## config.mk

```make
export PLATFORM = sky130hd
export DESIGN_NAME = picoblaze_led_port
export DESIGN_NICKNAME = d
export VERILOG_FILES = /design/src/rtl/picoblaze_pkg.sv /design/src/rtl/pwm_timebase.sv /design/src/rtl/picoblaze_led_port.sv
export SDC_FILE = /design/constraint.sdc
export NUM_CORES = 1
export LEC_CHECK = 0
export BUFFER_PORTS_ARGS = -buffer_cell sky130_fd_sc_hd__buf_2
export CORE_MARGIN = 2
export CORE_UTILIZATION = 55
export CTS_CLUSTER_SIZE = 10
export DETAILED_ROUTE_END_ITERATION = 8
export GPL_ROUTABILITY_DRIVEN = 0
export HOLD_SLACK_MARGIN = 0.03
export PLACE_DENSITY = 0.8
export SETUP_SLACK_MARGIN = 0.05
export SYNTH_ARGS = -nofsm -noshare
export SYNTH_HDL_FRONTEND = slang
export SYNTH_SLANG_ARGS = --single-unit
```

## constraint.sdc

```tcl
create_clock -name CLK_IN -period 2.5 [get_ports CLK_IN]
set_input_delay 0.125 -clock CLK_IN [delete_from_list [all_inputs] [get_ports CLK_IN]]
set_output_delay 0.125 -clock CLK_IN [all_outputs]
set_load 0.005 [all_outputs]
```

## src/rtl/picoblaze_pkg.sv

```systemverilog
// Shared constants for Picoblaze output-port peripherals.
// Holds the register map of the LED port.
package picoblaze_pkg;

   localparam logic [7:0] LED_CTRL     = 8'd0;
   localparam logic [7:0] LED_DIRECT   = 8'd1;
   localparam logic [7:0] LED_DUTY0    = 8'd2;
   localparam logic [7:0] LED_NUM_REGS = 8'd10;

endpackage

```

## src/rtl/pwm_timebase.sv

```systemverilog
// PWM timebase: a prescaler that yields a tick every PRESCALE clocks, and an 8-bit period counter.
// Reusable by any peripheral that needs an 8-bit PWM counter.
module pwm_timebase #(
   parameter int unsigned PRESCALE = 16
) (
   input  logic       CLK_IN,
   input  logic       RESET_IN,
   output logic       tick,
   output logic [7:0] pwm_cnt,
   output logic       wrap
);

   localparam int unsigned PW = (PRESCALE > 1) ? $clog2(PRESCALE) : 1;
   localparam logic [PW-1:0] PRESC_LAST = PW'(PRESCALE - 1);

   logic [PW-1:0] presc_q, presc_d;
   logic [7:0]    cnt_q, cnt_d;

   always_comb begin
      tick    = (presc_q == PRESC_LAST);
      presc_d = tick ? '0 : presc_q + 1'b1;
      cnt_d   = tick ? cnt_q + 8'd1 : cnt_q;
      wrap    = tick & (cnt_q == 8'hFF);
      pwm_cnt = cnt_q;
   end

   always_ff @(posedge CLK_IN) begin
      if (RESET_IN) begin
         presc_q <= '0;
         cnt_q   <= 8'h00;
      end else begin
         presc_q <= presc_d;
         cnt_q   <= cnt_d;
      end
   end

endmodule

```

## src/rtl/picoblaze_led_port.sv

```systemverilog
// LED output peripheral on the Picoblaze port bus: direct pattern or per-LED PWM brightness,
// with duty values double-buffered into shadow registers at each PWM period wrap.
module picoblaze_led_port
   import picoblaze_pkg::*;
#(
   parameter logic [7:0]  BASE_ADDR = 8'h80,
   parameter int unsigned PRESCALE  = 16
) (
   input  logic       CLK_IN,
   input  logic       RESET_IN,
   input  logic [7:0] PORT_ID,
   input  logic [7:0] OUT_PORT,
   input  logic       WRITE_STROBE,
   input  logic       READ_STROBE,
   output logic [7:0] IN_PORT,
   output logic [7:0] LEDS
);

   logic       ctrl_q, ctrl_d;
   logic [7:0] direct_q, direct_d;
   logic [7:0] duty_q [8];
   logic [7:0] duty_d [8];
   logic [7:0] shadow_q [8];
   logic [7:0] shadow_d [8];
   logic [7:0] leds_q, leds_d;
   logic [7:0] in_port_q, in_port_d;

   logic [7:0] offset;
   logic [2:0] duty_idx;
   logic       in_range;
   logic       wr_en;
   logic [7:0] pwm_raw;
   logic [7:0] pwm_cnt;
   logic       wrap;
   logic       unused_tick;
   logic       unused_read;

   assign unused_read = READ_STROBE;

   pwm_timebase #(
      .PRESCALE (PRESCALE)
   ) u_timebase (
      .CLK_IN   (CLK_IN),
      .RESET_IN (RESET_IN),
      .tick     (unused_tick),
      .pwm_cnt  (pwm_cnt),
      .wrap     (wrap)
   );

   always_comb begin
      offset   = PORT_ID - BASE_ADDR;
      in_range = (offset < LED_NUM_REGS);
      duty_idx = 3'(offset - LED_DUTY0);
      wr_en    = WRITE_STROBE & in_range;

      ctrl_d   = ctrl_q;
      direct_d = direct_q;
      duty_d   = duty_q;
      if (wr_en) begin
         if (offset == LED_CTRL) begin
            ctrl_d = OUT_PORT[0];
         end else if (offset == LED_DIRECT) begin
            direct_d = OUT_PORT;
         end else begin
            duty_d[duty_idx] = OUT_PORT;
         end
      end

      // Copy from duty_q so a write on the wrap edge waits a full period.
      shadow_d = wrap ? duty_q : shadow_q;

      for (int i = 0; i < 8; i++) begin
         pwm_raw[i] = (shadow_q[i] == 8'hFF) | (pwm_cnt < shadow_q[i]);
      end
      leds_d = ctrl_q ? pwm_raw : direct_q;

      // Readback uses next-state values so a same-edge write reads back new data.
      in_port_d = 8'h00;
      if (in_range) begin
         if (offset == LED_CTRL) begin
            in_port_d = {7'b0, ctrl_d};
         end else if (offset == LED_DIRECT) begin
            in_port_d = direct_d;
         end else begin
            in_port_d = duty_d[duty_idx];
         end
      end
   end

   always_ff @(posedge CLK_IN) begin
      if (RESET_IN) begin
         ctrl_q    <= 1'b0;
         direct_q  <= 8'h00;
         duty_q    <= '{default: 8'h00};
         shadow_q  <= '{default: 8'h00};
         leds_q    <= 8'h00;
         in_port_q <= 8'h00;
      end else begin
         ctrl_q    <= ctrl_d;
         direct_q  <= direct_d;
         duty_q    <= duty_d;
         shadow_q  <= shadow_d;
         leds_q    <= leds_d;
         in_port_q <= in_port_d;
      end
   end

   assign LEDS    = leds_q;
   assign IN_PORT = in_port_q;

endmodule

```

==> impl_metrics.csv, run 1 <==
group,metric,value,unit
layout,area_growth,12.0,%
grt,grt_pass1_wl,34300,um
worst_setup_path,critPathLaunchType,"flip-flop",
synthesis,synth-main-ff-cell,"dfxtp_1",
detailed_routing,ant_nets,0,
floorplanning,core,14600,um2
placed_design,dpl_cell_area,8720,um2
layout,stdcell_count,1196,
worst_setup_path,cp_max_fo,64,
synthesis,synthDistinctLibCells,46,
min_path,whs_path_depth,3,
grt,antenna_found_initial,0,
synthesis,synth_top_family_by_area,"simple AND/OR/NAND/NOR gates",
pwr,peakVddDrop,557,uV
synthesis,synth-xor-area-share,0.631,%
timing,skew,0.00751,ns
grt,grt_pass1_vias,6652,
synthesis,synthCells,979,
clocking,cts_made_buffers,17,
timing,min_period,2.07,ns
worst_setup_path,crit_type,"reg -> reg",
clocking,clockRootBuffer,"clkbuf_16",
layout,stdcell_area,9330,um2
timing,setup_viol,0,
synthesis,synthMuxAreaShare,13.1,%
detailed_routing,num_vias,7073,
clocking,clk_latency,0.43,ns
pwr,power.leakage,3.67,nW
detailed_routing,drt_iter0_markers,653,
floorplanning,io_pins,36,
clocking,cts.sinks,165,
synthesis,synthTopCellsByCount,"165 x dfxtp_1, 149 x nand2_1, 108 x mux2i_1, 92 x a21oi_1, 89 x nor2_1",
layout,fillerInstances,1221,
timing,finalHoldViolations,0,
grt,grt_max_degree,105,
detailed_routing,drc,0,
clocking,cts_buffer_depth,2,
floorplanning,rows,44,
worst_setup_path,cp.required,2.84,ns
layout,final_nets,1083,
pwr,pwr_density_cell,599,nW/um2
synthesis,synth_compound_area_share,12.7,%
detailed_routing,first_pass_iters,5,
timing,fin_setup_tns,0,ns
worst_setup_path,r2r_cells,7,
floorplanning,initial_core_util,56.9,%
synthesis,synth-seq-cells,165,
min_path,min_path_type,"in -> reg",
layout,register_area,3300,um2
layout,multiInputGateArea,4550,um2
timing,slew_violations,0,
layout,diodes,0,
detailed_routing,drt-wirelength-per-cell,18.2,um
clocking,cts.repair.resized,0,
synthesis,synth_warnings,0,
grt,gr-total-overflow,0,
worst_setup_path,end_kind,"flip-flop",
timing,rsz0062_at_grt,"false",
worst_setup_path,arrival,2.42,ns
floorplanning,dieArea,16100,um2
synthesis,syn_area_per_cell,8.51,um2
timing,maxSlewHeadroom,28.0,%
grt,grt_use_total,27.2,%
synthesis,synth_edf_count,0,
timing,fmax,0.483,GHz
floorplanning,dieWidth,127,um
placed_design,post-dp-hpwl,14600,um
detailed_routing,viasPerCell,5.91,
placed_design,io_buffers,34,
timing,tightest_slew,1.08,ns
clocking,cts.clk_slew.worst_paths,0.06,ns
synthesis,synth-simple-area-share,18.8,%
detailed_routing,drt_wl_total,21700,um
run,cap_violations,0,
timing,finalCritPeriodShare,82.8,%
layout,drive_above_1_share,9.88,%
synthesis,synth_area,8330,um2
synthesis,async_reset_ff_share,0,%
clocking,cts_tree,"yes",
clocking,cts_htree_levels,4,
clocking,cts_hold_buf,0,
synthesis,yosys-top-cells-area,"dfxtp_1 40%, mux2i_1 13%, ha_1 9.3%",
synthesis,synthAdderAreaFrac,9.31,%
synthesis,yosysSeqAreaShare,39.6,%
synthesis,synth_top_area_cell,"dfxtp_1",
floorplanning,die_h,127,um
outcome,outcome,"finished clean",
synthesis,synth_top_area_share,39.6,%
synthesis,yosysMostFrequentCell,"dfxtp_1",
clocking,cts_setup_buffers,0,
synthesis,synth_nets,1061,
placed_design,dp.cells,1166,
-- cells in the final DEF (no fill, tap or decap), types with 2 or more instances in the layout --
master,synthesis,final
a21oi_1,92,92
a21o_1,8,8
xor2_1,4,4
nand3_1,16,16
nand2b_1,11,11
nor3_1,11,11
nand3_2,5,5
a221o_1,5,5
buf_4,0,23
buf_12,0,2
nand3b_1,2,2
mux2i_1,108,108
clkinv_2,0,2
clkbuf_16,0,17
dfxtp_1,165,165
o211ai_1,12,12
xnor2_1,2,2
clkinvlp_4,0,2
a41oi_1,4,4
or3_1,4,4
and2_1,4,4
and3_1,12,12
nor2_1,89,89
o2111ai_1,7,7
a22oi_1,10,10
nand4_1,18,18
clkbuf_1,37,3
ha_1,62,62
o21ai_0,24,24
bufinv_16,0,4
a211oi_1,9,9
inv_1,69,69
nor3b_1,5,5
nand2_1,149,149
buf_2,14,33
-- final timing paths --
path                                    startpoint                        end  slack [ns]
setup reg to reg  u_timebase.presc_q[0]$_SDFF_PP0_   shadow_q[9]$_SDFFE_PP0P_        0.43
hold / removal                         OUT_PORT[3]      duty_q[19]$_SDFF_PP0_        0.15
hold reg to reg              duty_q[24]$_SDFF_PP0_  shadow_q[24]$_SDFFE_PP0P_        0.47
setup / recovery  u_timebase.presc_q[0]$_SDFF_PP0_   shadow_q[9]$_SDFFE_PP0P_        0.43
-- cell families after synthesis --
logic type,count (synthesis)
simple gates,337
buf+inv,124
fa+ha+maj,62
compound gates,176
xor+xnor,6
mux,109
flops,165
-- area by class of cell --
cell class                      instances  share of cell area [%]
Sequential cell                       165                    35.4
Multi-Input combinational cell        690                    48.8
Clock buffer                           21                    4.83
Clock inverter                          9                    1.65
Tap cell                              184                    2.47
Inverter                               69                    2.78
Timing Repair Buffer                   58                    4.05
-- worst max-delay path, cell delays in order (launching register included) --
cell,delay [ns]
dfxtp_1,0.34
ha_1,0.23
and3_1,0.20
and3_1,0.22
nand4_1,0.10
buf_4,0.58
nand2_1,0.14
a21oi_1,0.17
-- report_power, final --
group	internal (mW)	total [mW]	switching [mW]
registers	2.64	2.64	0.00581
clock network	1.68	2.72	1.03
logic	0.0686	0.232	0.164
-- routing by layer --
metal	global-route usage [%]	share of wire, %
met1	35.3	43
met2	43.5	46
met3	5.99	6.6
met4	12.5	4.3
met5	0	0
-- through the flow --
| step | util, % | hold slack (ns) | setup slack, ns | power (mW) |
|---|---|---|---|---|
| 6_report | 63.7 | 0.148 | 0.429 | 5.59 |
| 5_1_grt | 63.7 | 0.148 | 0.214 | 5.74 |
| 4_1_cts | 63.7 | 0.130 | 0.425 | 5.61 |
| 3_5_place_dp | 59.6 | 0.464 | 0.453 | 2.92 |
| 3_3_place_gp | 59.6 | 0.456 | 0.479 | 2.92 |
| 2_1_floorplan | - | 0.305 | 0.556 | 2.85 |
-- registers in the layout, summed over array words and instances (netlist names) --
register,count
duty_q,64
shadow_q,64
IN_PORT,8
LEDS,8
direct_q,8
u_timebase.pwm_cnt,8
u_timebase.presc_q,4
ctrl_q,1
No activity file was read; power rests on OpenSTA's default activity.
==> inputs of run 2 (changes only) <==
--- a/config.mk
+++ b/config.mk
@@ -5,6 +5,7 @@
 export SDC_FILE = /design/constraint.sdc
 export NUM_CORES = 1
 export LEC_CHECK = 0
+export ABC_AREA = 1
 export BUFFER_PORTS_ARGS = -buffer_cell sky130_fd_sc_hd__buf_2
 export CORE_MARGIN = 2
 export CORE_UTILIZATION = 55
==> constraint.sdc (replaced) <==
create_clock -name CLK_IN -period 2.2 [get_ports CLK_IN]
set_input_delay 0.11 -clock CLK_IN [delete_from_list [all_inputs] [get_ports CLK_IN]]
set_output_delay 0.11 -clock CLK_IN [all_outputs]
set_load 0.005 [all_outputs]
==> run 2 against run 1 <==
Effect of this change: register-to-register slack lost 0.18 ns; setup slack got worse by 0.18 ns; clock-buffer cell count did not move; first-iteration DRC count grew 77%; sequential power up 14%; clock skew rose by 0.0043 ns; sequential share of layout area is 4.2 points lower; design area is 13% higher; synthesized cell count grew 45%; clock power increased by 11%; critical path type unchanged.
==> impl_metrics.csv, run 2 <==
group,metric,value,unit
grt,gr-total-overflow,0,
synthesis,synth-seq-cells,165,
detailed_routing,num_vias,9786,
clocking,clockRootBuffer,"clkbuf_16",
placed_design,io_buffers,34,
outcome,outcome,"finished clean",
grt,grt_pass1_wl,45700,um
grt,grt_use_total,31.8,%
worst_setup_path,cp.required,2.48,ns
synthesis,synthDistinctLibCells,34,
floorplanning,io_pins,36,
clocking,clk_latency,0.43,ns
timing,rsz0062_at_grt,"false",
floorplanning,dieWidth,136,um
timing,holdWs,0.0727,ns
pwr,peakVddDrop,636,uV
worst_setup_path,end_kind,"flip-flop",
clocking,cts_tree,"yes",
detailed_routing,first_pass_iters,7,
synthesis,synth_nets,1498,
timing,skew,0.0118,ns
timing,min_period,1.95,ns
clocking,cts_made_buffers,17,
worst_setup_path,cp_max_fo,38,
detailed_routing,drc,0,
run,cap_violations,0,
layout,diodes,0,
layout,utilization,61.6,%
min_path,min_path_type,"in -> reg",
placed_design,post-dp-hpwl,19500,um
pwr,power.leakage,4.57,nW
synthesis,synth_warnings,0,
pwr,totalPowerFinal,6.41,mW
floorplanning,dieArea,18600,um2
detailed_routing,viasPerCell,5.88,
layout,area_growth,9.87,%
clocking,cts.clk_slew.worst_paths,0.07,ns
layout,final_cell_mix,"458 x nand2_1, 165 x dfxtp_1, 134 x a21oi_1, 100 x inv_1, 99 x nand3_1",
clocking,cts_htree_levels,4,
clocking,cts_hold_buf,0,
pwr,pwr_density_cell,606,nW/um2
timing,finalCritPeriodShare,88.7,%
timing,finalHoldViolations,0,
worst_setup_path,arrival,2.23,ns
synthesis,synth_edf_count,0,
layout,stdcell_area,10600,um2
timing,fin_setup_tns,0,ns
detailed_routing,ant_nets,0,
floorplanning,initial_core_util,56.0,%
layout,stdcell_count,1663,
timing,tightest_slew,0.785,ns
synthesis,yosysSeqAreaShare,34.3,%
grt,grt_max_degree,141,
layout,drive_above_1_share,8.62,%
grt,grt_pass1_vias,8771,
layout,reg_top3,"duty_q (64), shadow_q (64)",
synthesis,synthTopCellsByCount,"459 x nand2_1, 165 x dfxtp_1, 134 x a21oi_1, 100 x inv_1, 99 x nand3_1",
synthesis,synthCells,1416,
worst_setup_path,crit_type,"reg -> reg",
synthesis,synth_top_area_share,34.3,%
synthesis,synth_area,9620,um2
floorplanning,rows,48,
timing,fmax,0.512,GHz
layout,mostFrequentLayoutCell,"nand2_1",
floorplanning,core,17200,um2
clocking,cts_buffer_depth,2,
placed_design,dpl_cell_area,9940,um2
synthesis,synth-main-ff-cell,"dfxtp_1",
timing,setup_viol,0,
placed_design,dp.cells,1630,
timing,postLayoutSetupSlackWorst,0.248,ns
detailed_routing,drt-wirelength-per-cell,17.5,um
floorplanning,die_h,136,um
synthesis,yosysMostFrequentCell,"nand2_1",
detailed_routing,drt_iter0_markers,1159,
detailed_routing,drt_wl_total,29200,um
clocking,cts.sinks,165,
synthesis,async_reset_ff_share,0,%
timing,maxSlewHeadroom,47.7,%
layout,final_nets,1507,
worst_setup_path,critPathLaunchType,"flip-flop",
synthesis,synth_top_area_cell,"dfxtp_1",
synthesis,yosys-top-cells-area,"dfxtp_1 34%, nand2_1 18%, ha_1 8.1%",
synthesis,syn_area_per_cell,6.80,um2
timing,slew_violations,0,
placed_design,place_ws,0.179,ns
grt,antenna_found_initial,0,
[run 2: cell count changes in the layout (fill, tap and decap cells not counted), sizes merged, moves of 14 or more]
cell | previous run | this run
a211oi | 9 | 64
a21oi | 92 | 134
inv | 69 | 106
mux2i | 108 | 0
nand2 | 149 | 469
nand3 | 21 | 100
nor4 | 2 | 16
o21ai | 25 | 88
[run 2: power breakdown]
part	internal (mW)	switching, mW	total [mW]
logic	0.109	0.277	0.386
registers	2.99	0.00589	3.00
clock network	1.74	1.29	3.02
total	4.84	1.57	6.41
[run 2: cells by family after synthesis]
logic type	share of synthesized area (%)
AND/OR/NAND/NOR	29.6
AO/OA/AOI/OAI	18.7
buffers and inverters	9.26
flip-flops	34.3
adder cells (fa/ha/maj)	8.06
XOR/XNOR	0.0910
[run 2: what timing repair did]
item | CTS | global route
buffers inserted | 0 | 0
endpoints found under the setup margin | 0 | 50
gates resized for setup | 0 | 4
[run 2: path summary, 6_finish.rpt]
kind / from / endpoint / slack (ns) / cells after the start
min reg2reg: u_timebase.presc_q[0]$_SDFF_PP0_ / u_timebase.presc_q[0]$_SDFF_PP0_ / 0.45 / 1
max reg2reg: u_timebase.presc_q[0]$_SDFF_PP0_ / shadow_q[17]$_SDFFE_PP0P_ / 0.25 / 11
max: u_timebase.presc_q[0]$_SDFF_PP0_ / shadow_q[17]$_SDFFE_PP0P_ / 0.25 / 11
min: RESET_IN / IN_PORT[0]$_SDFF_PP0_ / 0.07 / 4
[run 2: cell type report]
type,count,area (um2)
sequential,165,3300
clock inverter,11,124
timing repair buffer,70,543
multi-input combinational,1065,5460
tap,225,282
inverter,106,405
clock buffer,21,460
fill,1583,6600
[run 2: per-layer routing]
| metal | vias to the layer above | part of all wire, % | GRT usage [%] |
|---|---|---|---|
| li1 | 4759 | - | - |
| met1 | 4457 | 41 | 41.5 |
| met2 | 497 | 45 | 50.4 |
| met3 | 73 | 9.4 | 6.38 |
| met4 | 0 | 4.6 | 15.1 |
| met5 | - | 0 | 0 |
[run 2: worst max-delay path, stage by stage, from the launching register on]
cell,delay (ns)
dfxtp_1,0.35
ha_1,0.18
nand2_1,0.08
nor2_2,0.12
nand3_1,0.11
nor2_1,0.15
nand2_1,0.08
inv_2,0.11
nand2_8,0.15
buf_16,0.23
nor2_1,0.18
a211oi_2,0.06
==> inputs of run 3 (changes only) <==
--- a/config.mk
+++ b/config.mk
@@ -13,7 +13,7 @@
 export DETAILED_ROUTE_END_ITERATION = 8
 export GPL_ROUTABILITY_DRIVEN = 0
 export HOLD_SLACK_MARGIN = 0.03
-export PLACE_DENSITY = 0.8
+export PLACE_DENSITY = 0.72
 export SETUP_SLACK_MARGIN = 0.05
 export SYNTH_ARGS = -nofsm -noshare
 export SYNTH_HDL_FRONTEND = slang
==> run 3 against run 2 <==
Effect of this change: design area fell by 0.77%; clock skew barely moved; sequential power barely moved; first-iteration DRC count fell by 9.2%; combinational power fell by 1%; maximum frequency rose by 0.61%; register-to-register slack barely moved; global-route usage rose by 0.86 points; clock power fell by 2%; non-clock buffer count fell by 2; largest cell class unchanged; highest routed layer unchanged.
==> impl_metrics.csv, run 3 (synthesized netlist as in run 2, its figures left out) <==
group,metric,value,unit
outcome,outcome,"finished clean",
timing,fin_setup_tns,0,ns
pwr,peakVddDrop,558,uV
detailed_routing,drt_wl_total,29100,um
grt,grt_pass1_vias,8664,
floorplanning,io_pins,36,
timing,rsz0062_at_grt,"false",
clocking,cts_hold_buf,0,
floorplanning,die_h,136,um
clocking,cts.sinks,165,
timing,finalHoldViolations,0,
clocking,cts.repair.resized,0,
clocking,cts_buffer_depth,2,
grt,gr-total-overflow,0,
detailed_routing,first_pass_iters,6,
clocking,clk_latency,0.44,ns
placed_design,post-dp-hpwl,19600,um
min_path,min_path_type,"in -> reg",
detailed_routing,num_vias,9605,
pwr,totalPowerFinal,6.35,mW
timing,skew,0.0118,ns
pwr,pwr_density_cell,606,nW/um2
timing,min_period,1.94,ns
worst_setup_path,cp_max_fo,48,
timing,maxSlewHeadroom,51.3,%
layout,final_nets,1505,
floorplanning,dieWidth,136,um
layout,stdcell_count,1660,
clocking,cts_setup_buffers,0,
timing,setup_viol,0,
worst_setup_path,crit_type,"reg -> reg",
grt,grt_use_total,32.7,%
layout,mostFrequentLayoutCell,"nand2_1",
clocking,clockRootBuffer,"clkbuf_16",
layout,drive_above_1_share,8.29,%
grt,grt_pass1_wl,46600,um
worst_setup_path,arrival,2.27,ns
detailed_routing,drt_iter0_markers,1052,
timing,tightest_slew,0.731,ns
timing,fmax,0.515,GHz
floorplanning,dieArea,18600,um2
clocking,cts_tree,"yes",
detailed_routing,drc,0,
run,cap_violations,0,
layout,area_growth,9.02,%
layout,diodes,0,
timing,holdWs,0.0907,ns
worst_setup_path,end_kind,"flip-flop",
layout,fillerInstances,1694,
grt,antenna_found_initial,0,
floorplanning,core,17200,um2
timing,slew_violations,0,
worst_setup_path,cp.required,2.53,ns
floorplanning,rows,48,
placed_design,dp.cells,1629,
worst_setup_path,critPathLaunchType,"flip-flop",
floorplanning,initial_core_util,56.0,%
detailed_routing,ant_nets,0,
detailed_routing,viasPerCell,5.79,
placed_design,io_buffers,34,
pwr,power.leakage,4.53,nW
clocking,cts.clk_slew.worst_paths,0.07,ns
grt,grt_max_degree,141,
clocking,cts_htree_levels,4,
layout,final_cell_mix,"458 x nand2_1, 165 x dfxtp_1, 134 x a21oi_1, 100 x inv_1, 99 x nand3_1",
timing,finalCritPeriodShare,88.2,%
clocking,cts_made_buffers,17,
layout,reg_top3,"duty_q (64), shadow_q (64)",
detailed_routing,drt-wirelength-per-cell,17.5,um
-- run 3: critical path, stage by stage, from the launching register on --
cell and delay (ns):
dfxtp_1 0.34, ha_1 0.17, inv_1 0.06, nor3_1 0.19
nand3_1 0.13, nor2_1 0.15, nand2_1 0.08, inv_2 0.09
nand2_4 0.06, buf_4 0.27, a211oi_1 0.29
-- run 3: worst paths after layout --
| check | startpoint | end | slack (ns) | cells after the start |
|---|---|---|---|---|
| max | u_timebase.pwm_cnt[0]$_SDFFE_PP0P_ | shadow_q[48]$_SDFFE_PP0P_ | 0.26 | 10 |
| min | PORT_ID[3] | IN_PORT[0]$_SDFF_PP0_ | 0.09 | 4 |
| max reg2reg | u_timebase.pwm_cnt[0]$_SDFFE_PP0P_ | shadow_q[48]$_SDFFE_PP0P_ | 0.26 | 10 |
| min reg2reg | u_timebase.presc_q[0]$_SDFF_PP0_ | u_timebase.presc_q[0]$_SDFF_PP0_ | 0.46 | 1 |
-- run 3: power breakdown --
group          internal [mW]  switching, mW  total [mW]
clock network           1.70           1.28        2.97
registers               2.99        0.00572        3.00
logic                  0.103          0.279       0.382
total                   4.79           1.56        6.35
-- run 3: layer usage --
layer	GRT usage [%]	part of all wire, %	vias to the layer above
met4	17.8	5.1	0
met1	44.0	43	4374
met2	49.8	44	407
met3	5.37	8.0	81
met5	0	0	-
li1	-	-	4743
-- run 3: area by class of cell --
| cell class | instances | area, um2 | share of cell area (%) |
|---|---|---|---|
| Clock buffer | 20 | 447 | 4.26 |
| Clock inverter | 11 | 128 | 1.22 |
| Inverter | 106 | 405 | 3.86 |
| Multi-Input combinational cell | 1065 | 5440 | 51.8 |
| Sequential cell | 165 | 3300 | 31.5 |
| Tap cell | 225 | 282 | 2.68 |
| Timing Repair Buffer | 68 | 490 | 4.67 |
-- run 3: stage by stage --
step | instance area, um2 | utilization (%) | worst slack [ns]
2_1_floorplan | 9620 | - | 0.313
3_3_place_gp | 9920 | 57.7 | 0.261
3_5_place_dp | 9920 | 57.7 | 0.283
4_1_cts | 10500 | 61.1 | 0.264
5_1_grt | 10500 | 61.1 | 0.0729
6_report | 10500 | 61.1 | 0.259
